--- src/rtl/tl_sched_if.sv ---
// Lamp/sensor bundle for the tl_sched intersection scheduler.
// The controller side drives sensors and the pedestrian request; the scheduler drives lamps.
interface tl_sched_if;
  logic       Ta;
  logic       Tb;
  logic       ped_req;
  logic [1:0] La;
  logic [1:0] Lb;
  logic       walk;
  logic [2:0] phase;

  modport master (output Ta, Tb, ped_req, input La, Lb, walk, phase);
  modport slave  (input Ta, Tb, ped_req, output La, Lb, walk, phase);
endinterface

--- src/rtl/tl_sched.sv ---
// Timed phase scheduler for a two-road intersection with a latched pedestrian walk phase.
// Lamp outputs are registered from the next state so they track the state register exactly.
module tl_sched #(
  parameter int MIN_GREEN = 5,
  parameter int MAX_GREEN = 12,
  parameter int YELLOW    = 3,
  parameter int ALL_RED   = 1,
  parameter int WALK_T    = 4,
  parameter int CNT_W     = 4
) (
  input  logic        clk,
  input  logic        reset,
  tl_sched_if.slave   bus
);

  typedef enum logic [2:0] {
    AG   = 3'd0,
    AY   = 3'd1,
    R1   = 3'd2,
    BG   = 3'd3,
    BY   = 3'd4,
    R2   = 3'd5,
    WALK = 3'd6
  } state_t;

  localparam logic [CNT_W-1:0] MIN_C  = CNT_W'(MIN_GREEN - 1);
  localparam logic [CNT_W-1:0] MAX_C  = CNT_W'(MAX_GREEN - 1);
  localparam logic [CNT_W-1:0] YEL_C  = CNT_W'(YELLOW - 1);
  localparam logic [CNT_W-1:0] RED_C  = CNT_W'(ALL_RED - 1);
  localparam logic [CNT_W-1:0] WALK_C = CNT_W'(WALK_T - 1);

  localparam logic [1:0] LAMP_G = 2'b00;
  localparam logic [1:0] LAMP_Y = 2'b01;
  localparam logic [1:0] LAMP_R = 2'b10;

  state_t           state;
  state_t           nxt;
  logic [CNT_W-1:0] cnt;
  logic             ped_pend;
  logic             next_green;
  logic             dem_a;
  logic             dem_b;
  logic             is_green;
  logic             enter_walk;
  logic [1:0]       la_q;
  logic [1:0]       lb_q;
  logic             walk_q;

  always_comb begin
    nxt   = state;
    dem_a = bus.Ta | ped_pend;
    dem_b = bus.Tb | ped_pend;
    case (state)
      AG:   if (cnt >= MIN_C && dem_b && (!bus.Ta || cnt >= MAX_C)) nxt = AY;
      AY:   if (cnt == YEL_C) nxt = R1;
      R1:   if (cnt == RED_C) nxt = ped_pend ? WALK : BG;
      BG:   if (cnt >= MIN_C && dem_a && (!bus.Tb || cnt >= MAX_C)) nxt = BY;
      BY:   if (cnt == YEL_C) nxt = R2;
      R2:   if (cnt == RED_C) nxt = ped_pend ? WALK : AG;
      WALK: if (cnt == WALK_C) nxt = next_green ? BG : AG;
      default: nxt = AG;
    endcase
  end

  assign is_green   = (state == AG) || (state == BG);
  assign enter_walk = (nxt == WALK) && (state != WALK);

  always_ff @(posedge clk) begin
    if (reset) begin
      state      <= AG;
      cnt        <= '0;
      ped_pend   <= 1'b0;
      next_green <= 1'b0;
      la_q       <= LAMP_G;
      lb_q       <= LAMP_R;
      walk_q     <= 1'b0;
    end else begin
      state <= nxt;
      if (nxt != state)
        cnt <= '0;
      else if (!(is_green && cnt == MAX_C))
        cnt <= cnt + 1'b1;

      // Entering WALK serves the pending request, so the clear beats a same-cycle ped_req.
      if (enter_walk) begin
        ped_pend   <= 1'b0;
        next_green <= (state == R1);
      end else if (bus.ped_req) begin
        ped_pend <= 1'b1;
      end

      la_q   <= (nxt == AG) ? LAMP_G : (nxt == AY) ? LAMP_Y : LAMP_R;
      lb_q   <= (nxt == BG) ? LAMP_G : (nxt == BY) ? LAMP_Y : LAMP_R;
      walk_q <= (nxt == WALK);
    end
  end

  assign bus.La    = la_q;
  assign bus.Lb    = lb_q;
  assign bus.walk  = walk_q;
  assign bus.phase = state;

endmodule

--- src/flat_wrapper.sv ---
// flat-port wrapper written by rule: the top's interface ports become plain ports
module tl_sched_flat 
#(
  parameter int MIN_GREEN = 5,
  parameter int MAX_GREEN = 12,
  parameter int YELLOW    = 3,
  parameter int ALL_RED   = 1,
  parameter int WALK_T    = 4,
  parameter int CNT_W     = 4
)
  (clk, reset, bus_Ta, bus_Tb, bus_ped_req, bus_La, bus_Lb, bus_walk, bus_phase);
  tl_sched_if bus_i ();
  input  logic clk;
  input  logic reset;
  input wire logic [$bits(bus_i.Ta)-1:0] bus_Ta;
  input wire logic [$bits(bus_i.Tb)-1:0] bus_Tb;
  input wire logic [$bits(bus_i.ped_req)-1:0] bus_ped_req;
  output wire logic [$bits(bus_i.La)-1:0] bus_La;
  output wire logic [$bits(bus_i.Lb)-1:0] bus_Lb;
  output wire logic [$bits(bus_i.walk)-1:0] bus_walk;
  output wire logic [$bits(bus_i.phase)-1:0] bus_phase;
  assign bus_i.Ta = bus_Ta;
  assign bus_i.Tb = bus_Tb;
  assign bus_i.ped_req = bus_ped_req;
  assign bus_La = bus_i.La;
  assign bus_Lb = bus_i.Lb;
  assign bus_walk = bus_i.walk;
  assign bus_phase = bus_i.phase;
  tl_sched #(.MIN_GREEN(MIN_GREEN), .MAX_GREEN(MAX_GREEN), .YELLOW(YELLOW), .ALL_RED(ALL_RED), .WALK_T(WALK_T), .CNT_W(CNT_W)) u_core (.clk(clk), .reset(reset), .bus(bus_i));
endmodule
--- config.mk ---
export PLATFORM = sky130hd
export DESIGN_NAME = tl_sched_flat
export DESIGN_NICKNAME = d
export VERILOG_FILES = /design/src/rtl/tl_sched_if.sv /design/src/rtl/tl_sched.sv /design/src/flat_wrapper.sv
export SDC_FILE = /design/constraint.sdc
export NUM_CORES = 1
export LEC_CHECK = 0
export BUFFER_PORTS_ARGS = -buffer_cell sky130_fd_sc_hd__buf_4
export CORE_ASPECT_RATIO = 0.9
export CORE_MARGIN = 3
export CORE_UTILIZATION = 59
export DETAILED_ROUTE_END_ITERATION = 16
export GPL_ROUTABILITY_DRIVEN = 0
export MAX_ROUTING_LAYER = met4
export PLACE_DENSITY = 0.82
export REMOVE_ABC_BUFFERS = 1
export SLEW_MARGIN = 20
export SYNTH_ARGS = -nofsm -noshare
export SYNTH_HDL_FRONTEND = slang
export SYNTH_SLANG_ARGS = --single-unit
--- constraint.sdc ---
create_clock -name clk -period 3.7 [get_ports clk]
set_input_delay 0.37 -clock clk [delete_from_list [all_inputs] [get_ports clk]]
set_output_delay 0.37 -clock clk [all_outputs]
set_load 0.01 [all_outputs]
==> flow_summary_export.csv, run 1 <==
group,metric,value,unit
outcome,status,"complete, no violations",
floorplan,dieArea,2081,um^2
clocking,clockBufferDepth,2,
worst_setup_path,ff2ff_path_depth,8,
worst_setup_path,path_class,"flip-flop to flip-flop",
timing,slew_headroom,0.6226,
pwr,power_frac_seq,0.376,
route,dr.pass1.iters,4,
clocking,postCtsHoldBufs,0,
timing,worstMarginPinSlew,0.5653,ns
timing,rsz0062_at_grt,"no",
yosys,synth-seq-area-share,0.3027,
route,vias,821,
clocking,post-cts-setup-buffer-count,0,
yosys,synth_cells,109,
yosys,synth_compound_area_frac,0.2459,
global_routing,grt.overflow.total,0,
floorplan,ioPinCount,13,
finish,n_antenna_cell,0,
timing,setup_viol,0,
yosys,synthSimpleGateAreaFrac,0.2865,
clocking,cts_root_buffer,"clkbuf_4",
yosys,synth_xor_xnor_area_share,0.03784,
finish,final_common_cell,"nor2_1",
timing,slew_violations,0,
clocking,clock_latency,0.28,ns
yosys,synth_area,925.9,um^2
clocking,numCtsBuffers,3,
pwr,power_frac_comb,0.433,
route,finalWirelength,1.993,mm
floorplan,dieWidth,47.76,um
route,wl_per_cell,14.98,um
worst_setup_path,critPathSlowestCell,"or3b_4",
worst_setup_path,endpoint_kind,"flip-flop",
timing,min_period,2.021,ns
pwr,p_clk_frac,0.191,
timing,fmax,494.9,MHz
finish,fin_nets,128,
clocking,cts_repair_resize_count,0,
placement,preCtsSetupSlack,1.719,ns
pwr,max-vdd-ir-drop,0.3799,mV
worst_setup_path,cp_data_arrival_time,2.25,ns
route,ant_nets,0,
timing,hold_viol,0,
pwr,p_sw,0.2231,mW
global_routing,grt_pass1_wl,3.256,mm
pwr,internal-power,0.3540,mW
global_routing,grt_pass1_vias,740,
timing,clock_skew,0.006004,ns
yosys,ys_async_sr_fraction,0,
floorplan,dieHeight,43.58,um
floorplan,initial_core_util,0.6852,
yosys,syn_avg_cell_area,8.494,um^2
route,highest_layer,"met4",
route,first_iter_violations,19,
worst_hold_path,whs_path_depth,2,
yosys,yosys_warnings,0,
timing,setup_tns,0,ns
pwr,p_leak,0.4169,nW
worst_setup_path,cp_max_fo,4,
global_routing,grt_max_degree,17,
floorplan,core_area,1351,um^2
timing,period_share,0.5461,
clocking,tritoncts,"built",
finish,area_delta_synth_final,10.14,%
finish,layout-drive-gt1-share,0.2353,
route,post_drt_via_cell_ratio,6.173,
worst_hold_path,hold_path.class,"input pin to flip-flop",
yosys,ys.flop_type,"dfxtp_1",
placement,place_hpwl,1.418,mm
finish,final_cell_mix,"nor2_1 (17), dfxtp_1 (14), buf_4 (12)",
yosys,yosys.area_share.adder,0.04054,
floorplan,row_count,12,
worst_setup_path,critPathTopFamily,"simple AND/OR/NAND/NOR gates",
yosys,synth_edf_count,0,
timing,fin_ws,1.679,ns
timing,whs,0.2990,ns
yosys,ys_ff_latch,14,
route,dr_wl_met3,152,um
yosys,ys_types,48,
yosys,synthMuxAreaShare,0.01216,
pwr,powerDensity,566.0,nW/um^2
route,route.met2.wl,883,um
global_routing,track_usage,0.2230,
worst_setup_path,worst-path-stages,8,
clocking,cts.sinks,14,
pwr,swShare,0.3865,
worst_setup_path,critical_path_required,3.92,ns
run,cap_violations,0,
placement,io_buffers,12,
yosys,synth_top_family_by_area,"simple AND/OR/NAND/NOR gates",
worst_setup_path,max_stage_delay,0.42,ns
clocking,htree_levels,1,
worst_setup_path,crit_chain,"inv_1 -> ha_1 -> or3b_4 -> and2_0 -> a311o_1 -> a21oi_2 -> o211ai_2 -> nor2_1",
global_routing,grt_antenna_before_repair,0,
worst_setup_path,critical_path_buf_inv_count,1,
worst_setup_path,startpoint_type,"flip-flop",
route,wl_met1,934,um
clocking,clk_pin_slew,0.09,ns
route,drc,0,
[cell families after synthesis]
| logic type | count (synthesis) |
|---|---|
| flip-flops | 14 |
| AO/OA/AOI/OAI | 30 |
| multiplexers | 1 |
| buffers and inverters | 11 |
| adder cells (fa/ha/maj) | 3 |
| AND/OR/NAND/NOR | 46 |
| XOR/XNOR | 4 |
[worst paths after layout]
path / start / end / slack [ns]
worst max-delay path: u_core.cnt[0]$_SDFFE_PP0N_ / u_core.cnt[2]$_SDFFE_PP0N_ / 1.68
worst min-delay path: reset / u_core.bus.La[1]$_SDFF_PP0_ / 0.30
worst max register to register: u_core.cnt[0]$_SDFFE_PP0N_ / u_core.cnt[2]$_SDFFE_PP0N_ / 1.68
worst min register to register: u_core.next_green$_SDFFE_PP0P_ / u_core.next_green$_SDFFE_PP0P_ / 0.49
[worst reg2reg max path: stages (launching register included)]
cell and delay (ns):
dfxtp_1 0.35, inv_1 0.09, ha_1 0.19, or3b_4 0.42
and2_0 0.16, a311o_1 0.33, a21oi_2 0.14, o211ai_2 0.14
nor2_1 0.15
[power by group through the flow]
stage	clock, mW	sequential (mW)	combinational [mW]
6_report	0.110	0.217	0.250
5_1_grt	0.118	0.220	0.279
4_1_cts	0.112	0.215	0.248
3_5_place_dp	0	0.219	0.240
3_3_place_gp	0	0.216	0.236
2_1_floorplan	0	0.214	0.181
[metal layers]
layer	GRT usage	up-vias
met1	0.3005	372
li1	-	413
met5	-	-
met2	0.3219	34
met3	0.03320	2
met4	0.1022	0
[flip-flops by register name, summed over array words and instances, names as in the netlist]
| name | cells |
|---|---|
| u_core.bus.walk | 1 |
| u_core.next_green | 1 |
| u_core.cnt | 4 |
| u_core.bus.La | 2 |
| u_core.ped_pend | 1 |
| u_core.bus.Lb | 2 |
| u_core.bus.phase | 3 |
[synth_stat cells, types with 2 or more instances]
master | n | area [um^2]
o21ai_0 | 3 | 15.01
xor2_1 | 2 | 17.52
nor3_1 | 2 | 10.01
o31ai_1 | 2 | 15.01
nand3_1 | 4 | 20.02
nand2b_1 | 2 | 12.51
a31oi_1 | 3 | 18.77
nor2b_1 | 4 | 25.02
nand2_1 | 4 | 15.01
dfxtp_1 | 14 | 280.3
xnor2_1 | 2 | 17.52
ha_1 | 3 | 37.54
o21a_1 | 2 | 15.01
inv_1 | 5 | 18.77
buf_4 | 2 | 15.01
a21oi_1 | 6 | 30.03
buf_6 | 2 | 22.52
nor2_1 | 17 | 63.81
[per-stage QoR]
stage               std cells  power, mW  utilization  instance area, um^2
finish                    133     0.5771       0.7546                 1020
global route              133     0.6173       0.7546                 1020
CTS                       133     0.5748       0.7546                 1020
detailed placement        129     0.4588       0.7278                983.4
global placement          129     0.4522       0.7278                983.4
floorplan                 103     0.3954            -                875.8
[final cells by class]
| cell class | instances | area [um^2] |
|---|---|---|
| multi-input combinational | 84 | 576.8 |
| fill | 102 | 331.6 |
| sequential | 14 | 280.3 |
| timing repair buffer | 12 | 90.09 |
| clock buffer | 4 | 36.28 |
| inverter | 5 | 18.77 |
| tap | 14 | 17.52 |
(Power assumes the default switching activity.)
==> run 2, diff against run 1 <==
--- a/config.mk
+++ b/config.mk
@@ -8,11 +8,11 @@
 export BUFFER_PORTS_ARGS = -buffer_cell sky130_fd_sc_hd__buf_4
 export CORE_ASPECT_RATIO = 0.9
 export CORE_MARGIN = 3
-export CORE_UTILIZATION = 59
+export CORE_UTILIZATION = 50
 export DETAILED_ROUTE_END_ITERATION = 16
 export GPL_ROUTABILITY_DRIVEN = 0
 export MAX_ROUTING_LAYER = met4
-export PLACE_DENSITY = 0.82
+export PLACE_DENSITY = 0.74
 export REMOVE_ABC_BUFFERS = 1
 export SLEW_MARGIN = 20
 export SYNTH_ARGS = -nofsm -noshare
==> constraint.sdc (replaced) <==
create_clock -name clk -period 1.73 [get_ports clk]
set_input_delay 0.173 -clock clk [delete_from_list [all_inputs] [get_ports clk]]
set_output_delay 0.173 -clock clk [all_outputs]
set_load 0.01 [all_outputs]
==> run 2 against run 1 <==
  * The run now ends with setup timing left
  * Register-to-register slack got worse by 1.8 ns
  * First-iteration DRC count increased by 79%
  * Global-route usage increased by 1.9 points
  * Via count increased by 16%
  * Sequential share of layout area decreased by 5.4 points
  * Final cell count increased by 27%
  * Clock skew decreased by 0.0027 ns
  * Clock power increased by 110%
  * Critical endpoint unchanged
==> flow_summary_export.csv, run 2 (synthesized netlist as in run 1, its figures left out) <==
group,metric,value,unit
route,first_iter_violations,34,
outcome,status,"finished with violations",
timing,period_share,1.069,
placement,place_hpwl,1.857,mm
placement,placedCellCount,163,
timing,min_period,1.850,ns
floorplan,row_count,14,
worst_setup_path,endpoint_kind,"flip-flop",
pwr,max-vdd-ir-drop,0.9052,mV
floorplan,dieArea,2405,um^2
global_routing,grt.overflow.total,0,
timing,slew_violations,0,
pwr,power_frac_seq,0.295,
floorplan,ioPinCount,13,
finish,post_layout_nonfiller_instances,169,
route,drc,0,
run,cap_violations,0,
pwr,p_leak,0.5645,nW
timing,setup_viol,10,
finish,final_common_cell,"buf_4",
timing,fmax,540.7,MHz
pwr,internal-power,0.9968,mW
floorplan,initial_core_util,0.5394,
worst_setup_path,path_class,"flip-flop to flip-flop",
global_routing,grt_pass1_vias,910,
clocking,htree_levels,1,
pwr,swShare,0.3853,
finish,layout-drive-gt1-share,0.5034,
pwr,p_clk_frac,0.140,
finish,largest_reg_flops,4,
worst_hold_path,hold_path.class,"input pin to flip-flop",
finish,fin_nets,154,
clocking,cts.sinks,14,
worst_setup_path,cp_data_arrival_time,2.06,ns
route,dr.pass1.iters,4,
clocking,postCtsHoldBufs,0,
route,finalWirelength,2.697,mm
clocking,tritoncts,"built",
worst_setup_path,critical_path_required,1.94,ns
clocking,cts_root_buffer,"clkbuf_4",
clocking,clk_pin_slew,0.08,ns
timing,whs,0.1170,ns
floorplan,dieHeight,46.83,um
pwr,power_frac_comb,0.565,
route,wl_per_cell,15.96,um
floorplan,dieWidth,51.36,um
placement,preCtsSetupSlack,-0.1925,ns
floorplan,core_area,1717,um^2
global_routing,grt_antenna_before_repair,0,
clocking,numCtsBuffers,3,
clocking,clockBufferDepth,2,
route,post_drt_via_cell_ratio,5.633,
route,ant_nets,0,
clocking,clock_latency,0.27,ns
finish,largest-register,"u_core.cnt",
timing,fin_ws,-0.1195,ns
pwr,p_sw,0.6247,mW
timing,rsz0062_at_grt,"yes",
timing,clock_skew,0.003284,ns
outcome,violations,"setup timing",
pwr,powerDensity,1227,nW/um^2
finish,fin_util,0.7697,
finish,final_cell_mix,"buf_4 (37), nor2_1 (16), dfxtp_1 (9)",
finish,area_delta_synth_final,42.70,%
finish,n_antenna_cell,0,
route,vias,952,
global_routing,track_usage,0.2421,
pwr,total_power,1.622,mW
placement,io_buffers,12,
global_routing,grt_pass1_wl,4.181,mm
timing,slew_headroom,0.7237,
timing,worstMarginPinSlew,0.4138,ns
worst_setup_path,cp_max_fo,4,
global_routing,grt_max_degree,15,
worst_setup_path,startpoint_type,"flip-flop",
timing,hold_viol,0,
[run 2: cell types whose count changed in the layout (fill, tap and decap cells not counted), sizes merged]
cell / delta
buf: +26
[run 2: layout make-up]
class / instances / area [um^2]
well taps: 24 / 30.03
clock buffers: 4 / 36.28
fillers: 146 / 395.4
repair buffers: 38 / 289.0
multi-input cells: 84 / 650.6
inverters: 5 / 23.77
flip-flops and latches: 14 / 291.5
[run 2: worst paths after layout]
check	from	end	slack [ns]	depth (start not counted)
worst max-delay path	u_core.cnt[0]$_SDFFE_PP0N_	u_core.cnt[2]$_SDFFE_PP0N_	-0.12	8
worst min-delay path	reset	u_core.bus.La[1]$_SDFF_PP0_	0.12	2
worst max register to register	u_core.cnt[0]$_SDFFE_PP0N_	u_core.cnt[2]$_SDFFE_PP0N_	-0.12	8
worst min register to register	u_core.next_green$_SDFFE_PP0P_	u_core.next_green$_SDFFE_PP0P_	0.51	1
[run 2: critical path, stage by stage, from the launching register on]
cell and delay (ns):
dfxtp_4 0.37, inv_4 0.07, ha_4 0.13, or3b_4 0.41, and2_4 0.15, a311o_1 0.27, a21oi_2 0.13, o211ai_2 0.12
nor2_1 0.13
[run 2: power by group through the flow]
| stage | Sequential (mW) | Combinational, mW | Clock, mW |
|---|---|---|---|
| after CTS | 0.453 | 0.799 | 0.231 |
| after floorplan | 0.458 | 0.387 | 0 |
| after detailed placement | 0.451 | 0.705 | 0 |
| final | 0.478 | 0.917 | 0.226 |
| after global placement | 0.446 | 0.680 | 0 |
| after global routing | 0.489 | 0.975 | 0.250 |
[run 2: stage by stage]
step	instance area (um^2)	TNS, ns
2_1_floorplan	875.8	-0.3372
3_3_place_gp	1176	-0.9413
3_5_place_dp	1176	-1.679
4_1_cts	1260	-0.6232
5_1_grt	1321	-1.794
6_report	1321	-0.7467
[run 2: per-layer routing]
| layer | vias up | track usage | wire, um |
|---|---|---|---|
| met5 | - | - | 0 |
| met2 | 24 | 0.4162 | 1293 |
| met3 | 6 | 0.01905 | 86 |
| met1 | 461 | 0.2994 | 1271 |
| li1 | 461 | - | - |
| met4 | 0 | 0.09424 | 46 |
[run 2: repair_timing]
item | CTS | global route
buffers inserted | 1 | 1
gates resized for setup | 12 | 17
setup endpoints to repair | 12 | 12
pin swaps | 9 | 7
